### config.mk
export PLATFORM = sky130hd
export DESIGN_NAME = phys_reg_free_list
export DESIGN_NICKNAME = d
export VERILOG_FILES = /design/src/rtl/phys_reg_free_list_pkg.sv /design/src/rtl/phys_reg_free_list_ptr_ctrl.sv /design/src/rtl/phys_reg_free_list.sv
export SDC_FILE = /design/constraint.sdc
export NUM_CORES = 1
export LEC_CHECK = 0
export ABC_AREA = 0
export CORE_ASPECT_RATIO = 1.25
export CORE_MARGIN = 3
export CORE_UTILIZATION = 45
export DETAILED_ROUTE_END_ITERATION = 16
export PLACE_DENSITY_LB_ADDON = 0.05
export SLEW_MARGIN = 10
export SYNTH_ARGS = -nofsm -noshare
export SYNTH_HDL_FRONTEND = slang
export SYNTH_SLANG_ARGS = --single-unit
### constraint.sdc
create_clock -name clk -period 6.7 [get_ports clk]
set_input_delay 1.34 -clock clk [delete_from_list [all_inputs] [get_ports clk]]
set_output_delay 1.34 -clock clk [all_outputs]
set_load 0.03 [all_outputs]
### src/rtl/phys_reg_free_list_pkg.sv
// Shared sizing for the physical register file, free list, reservation list and rename table.
package phys_reg_free_list_pkg;

  localparam int N_PHYS = 64;
  localparam int N_ARCH = 32;
  localparam int TAG_W  = 6;

  typedef logic [TAG_W-1:0] phys_tag_t;
  // Pointers carry one extra wrap bit so full and empty are distinguishable
  typedef logic [TAG_W:0]   fl_ptr_t;

endpackage

### src/rtl/phys_reg_free_list_ptr_ctrl.sv
// Pointer control for the physical register free list: alloc, commit and tail pointers,
// occupancy, and the rewind restore of the speculative alloc pointer.
module fl_ptr_ctrl
  import phys_reg_free_list_pkg::*;
(
  input  logic      clk,
  input  logic      reset,
  input  logic      en,
  input  logic      rewind,
  input  logic      allocate,
  input  logic      commitAlloc,
  input  logic      push,
  output phys_tag_t allocIdx,
  output phys_tag_t tailIdx,
  output fl_ptr_t   freeCount,
  output logic      allocValid,
  output logic      full
);

  fl_ptr_t allocPtr;
  fl_ptr_t commitPtr;
  fl_ptr_t tailPtr;
  fl_ptr_t commitNext;
  logic    commitOk;
  logic    doAlloc;

  assign freeCount  = tailPtr - allocPtr;
  assign allocValid = (freeCount != '0);
  // Full counts speculatively allocated slots as occupied until they commit
  assign full       = ((tailPtr - commitPtr) == fl_ptr_t'(N_PHYS));
  assign allocIdx   = allocPtr[TAG_W-1:0];
  assign tailIdx    = tailPtr[TAG_W-1:0];

  assign commitOk   = commitAlloc && (commitPtr != allocPtr);
  assign commitNext = commitPtr + fl_ptr_t'(commitOk);
  assign doAlloc    = allocate && allocValid && !rewind;

  always_ff @(posedge clk) begin
    if (reset) begin
      allocPtr  <= '0;
      commitPtr <= '0;
      tailPtr   <= fl_ptr_t'(N_PHYS - N_ARCH);
    end else if (en) begin
      commitPtr <= commitNext;
      // Rewind lands on the committed point including any same-cycle commit
      if (rewind)
        allocPtr <= commitNext;
      else if (doAlloc)
        allocPtr <= allocPtr + fl_ptr_t'(1);
      if (push)
        tailPtr <= tailPtr + fl_ptr_t'(1);
    end
  end

endmodule

### src/rtl/phys_reg_free_list.sv
// Circular free list of physical register tags: hands tags to rename, takes them back from commit.
// The release strobe is called releaseReq because "release" is a reserved word.
module phys_reg_free_list
  import phys_reg_free_list_pkg::*;
(
  input  logic      clk,
  input  logic      reset,
  input  logic      en,
  input  logic      rewind,
  input  logic      allocate,
  input  logic      commitAlloc,
  input  logic      releaseReq,
  input  phys_tag_t releaseTag,
  output logic      allocValid,
  output phys_tag_t allocTag,
  output fl_ptr_t   freeCount,
  output logic      overflowErr
);

  phys_tag_t mem [N_PHYS];
  phys_tag_t allocIdx;
  phys_tag_t tailIdx;
  logic      full;
  logic      badRelease;
  logic      push;

  // Tag 0 stays permanently mapped, so it is refused like a release into a full list
  assign badRelease = releaseReq && ((releaseTag == '0) || full);
  assign push       = en && releaseReq && !badRelease;

  fl_ptr_ctrl u_ptr (
    .clk         (clk),
    .reset       (reset),
    .en          (en),
    .rewind      (rewind),
    .allocate    (allocate),
    .commitAlloc (commitAlloc),
    .push        (push),
    .allocIdx    (allocIdx),
    .tailIdx     (tailIdx),
    .freeCount   (freeCount),
    .allocValid  (allocValid),
    .full        (full)
  );

  assign allocTag = mem[allocIdx];

  always_ff @(posedge clk) begin
    if (reset) begin
      for (int i = 0; i < N_PHYS; i++)
        mem[i] <= (i < N_PHYS - N_ARCH) ? phys_tag_t'(N_ARCH + i) : '0;
    end else if (push) begin
      mem[tailIdx] <= releaseTag;
    end
  end

  always_ff @(posedge clk) begin
    if (reset)
      overflowErr <= 1'b0;
    else if (en && badRelease)
      overflowErr <= 1'b1;
  end

endmodule
==> summary.txt <==
Drt
  – Routed Antenna Nets: 0
  – Routed wire length: ~60 mm
  – DR WL/cell: around 30 um
  – DRT Pass-1 Iters: 5
  – Drc violations: 0
  – Post-DR vias/cell: slightly above 6
  – Routed vias: 12.8k
  – DRC marker count from the first detailed-route iteration: roughly 1.4k

Yosys
  – Post-synth EDFFs: between 300 and 400
  – Most frequent cell after synthesis: edfxtp_1
  – Gate Count Post-Synth: about 1.5k
  – Async S/R FF share, synth: 0%
  – Yosys top cell area share: between 50 and 60%
  – Synth top area cells: edfxtp_1 (59%), mux4_2 (14%), nor2_1 (4.8%), dfxtp_1 (2.9%), nand2_1 (2.7%)
  – Synthesized Nets: ~1.5k
  – Cell accounting for the most synthesized area: edfxtp_1
  – Sequential area share after synthesis: 61.6%
  – Synth unique cells: between 60 and 70
  – Mapped Avg Cell Area: 13.3 sq um
  – Netlist Area Pre-Place: 19600 sq um
  – Yosys warnings: 0
  – Top_reg_cell synth: edfxtp_1
  – Most frequent cells after synthesis: edfxtp_1 (384), nor2_1 (251), nand2_1 (143)
  – Flops & latches, synth: a little over 400

Die
  – Num rows: 84
  – Starting density of the core: 46.1%
  – Die Wd: about 190 um
  – Die H: around 240 um
  – Area of the core: 42600 sq um
  – Die area: about 46000 sq um
  – Top Ports: 28

Power
  – Pleak: between 6 and 7 nW
  – Clk pwr share: a little over two fifths
  – Logic pwr share: 8.7%
  – Final Power: 6.00 mW
  – Net Sw Frac: 23.6%
  – Internal: between 4 and 5 mW
  – Psw: 1.41 mW
  – Peak supply drop: between 0.15 and 0.2 mV
  – Power per cell area: roughly 270 nW/um^2
  – Power share of the sequential group: between 40% and 50%

STA
  – Slew Limit Fails: 0
  – Layout Skew: 0.0238 ns
  – Final period utilization: around four fifths
  – Fin Setup TNS: 0 ns
  – RSZ-0062 raised after global routing: false
  – Slew HR: between 10% and 20%
  – Final Hold Fails: 0
  – Minimum clock period: roughly 5.5 ns
  – Final Setup Violations: 0
  – Max frequency: between 150 and 200 MHz
  – Worst-margin pin slew: roughly 1.3 ns

Layout
  – Ant diodes: 0
  – Final core utilization: 51.3%
  – Final nets: 1498
  – Layout cells sized above 1: 16.6%
  – Layout area overhead: 11.2%

Clock tree
  – CTS tree: done
  – Total CTS buffers: 43
  – Clk pin slew, worst setup/hold paths: roughly 0.060 ns
  – Clock buffer depth: 3
  – Clock latency on the worst-skew pair: ~0.58 ns
  – Root buffer cell: clkbuf_16
  – Clock Sink Count: ~400
  – Post-CTS sizing: 0
  – Count of hold-fix buffers inserted at cts: 0
  – Post-CTS Setup Inserts: 0
  – CTS H-Tree Depth: 2

Worst setup path
  – Critical path arrival: between 4 and 5 ns
  – Critical path's top delay family: buffers and inverters
  – Critical path startpoint category: flop
  – Setup crit end kind: output port
  – Slowest-stage cell, CP: dfxtp_4
  – Critical Path Max Stage Delay: roughly 0.94 ns
  – Worst path required time: between 5 and 6 ns
  – Worst-path cell chain: buf_4 > mux4_2 > mux4_2 > a211oi_1 > a21oi_1 > clkdlybuf4s50_1
  – Crit Path Category: flop to output port
  – CP most frequent cell: mux4_2
  – CP Max Fanout: 39
  – Worst path bufs/invs: 2

Placed design
  – RePlAce Congestion: 0.869
  – Detailed Place HPWL: 41.1 mm
  – Buffers on Ports: 27

Status
  – Status: complete, no violations

Global route
  – Global Route Usage Sum: between 20% and 30%
  – Total gr overflow: 0
  – Initial antenna violation count: 1
  – Largest net degree at the start of global routing: 66
  – Vias in the first global route: approximately 13k
  – First-pass GRT wire length: about 90 mm

Flow run
  – MaxCap Viol Count: 0

Min path
  – Min-Delay Path Class: flop to flop
[worst register-to-register path, delay by kind of cell, from the launching register on]
family / cells / cell delay, ns
AOI/OAI and AO/OA: 5 / 2.04
adders and majority gates: 1 / 0.27
buffers and inverters: 1 / 0.21
DFF: 1 / 0.59
and+or+nand+nor: 2 / 0.72
[registers in the layout (all words and copies together), names as in the netlist, named ones only]
register,count
mem,384
u_ptr.tailPtr,7
overflowErr,1
u_ptr.allocPtr,7
u_ptr.commitPtr,7
[power groups by stage]
stage / logic (mW) / clock network, mW / registers [mW]
after floorplan: 0.365 / 0 / 2.95
after global placement: 0.522 / 0 / 3.00
after detailed placement: 0.522 / 0 / 3.01
after CTS: 0.525 / 2.55 / 2.95
after global routing: 0.543 / 2.66 / 2.96
final: 0.520 / 2.53 / 2.95
[kinds of logic (layout without fill, tap and decap cells)]
family	Yosys count	after routing	share of synthesized area [%]
and+or+nand+nor	626	626	14.4
DFF	412	412	61.6
buffers and inverters	138	165	3.28
AOI/OAI and AO/OA	137	137	4.65
muxes	124	124	14.0
xor gates and xnor gates	22	22	0.982
adders and majority gates	17	17	1.12
[placed cells by master, fill, tap and decap left out, drive strengths merged, types with 7 or more instances in the layout]
master         count
nand3b             9
edfxtp           384
a21oi             12
clkinv            21
or3               18
nor3              86
xnor2             14
o21ai             65
nand2            144
and3              31
nor2             251
clkbuf            49
clkdlybuf4s50     26
xor2               8
nor2b              9
nand3             53
buf               40
nand2b             7
inv               20
mux4             120
ha                16
dfxtp             28
o22ai             10
bufinv             7
a21o              11
[final timing paths]
path,start,depth (start not counted),slack [ns],to
worst max-delay path,flop,6,1.25,allocTag[5]
worst min-delay path,overflowErr,2,0.49,overflowErr
worst max register to register,u_ptr.tailPtr[0],9,2.50,mem[23][1]
worst min register to register,overflowErr,2,0.49,overflowErr
[layout make-up]
type,count,area [sq um]
fillers,3651,20700
inverters,19,71.3
clock buffers,49,1130
flip-flops and latches,412,12100
clock inverters,31,344
multi-input cells,926,6910
well taps,559,699
repair buffers,66,583
[metal layers]
metal,track usage [%],wire length (um)
met1,33.6,22600
met2,46.9,31400
met3,4.01,4190
met4,11.6,3090
met5,0,0
[stage by stage]
stage | cells | hold WS, ns | setup WS [ns] | cell area [sq um]
after global routing | 2062 | 0.534 | 1.04 | 21800
after floorplan | 1476 | 0.496 | 3.14 | 19600
after global placement | 1982 | 0.453 | 1.57 | 20400
after CTS | 2062 | 0.481 | 1.14 | 21800
after detailed placement | 1982 | 0.461 | 1.46 | 20400
final | 2062 | 0.485 | 1.25 | 21800
(Power assumes the default switching activity.)
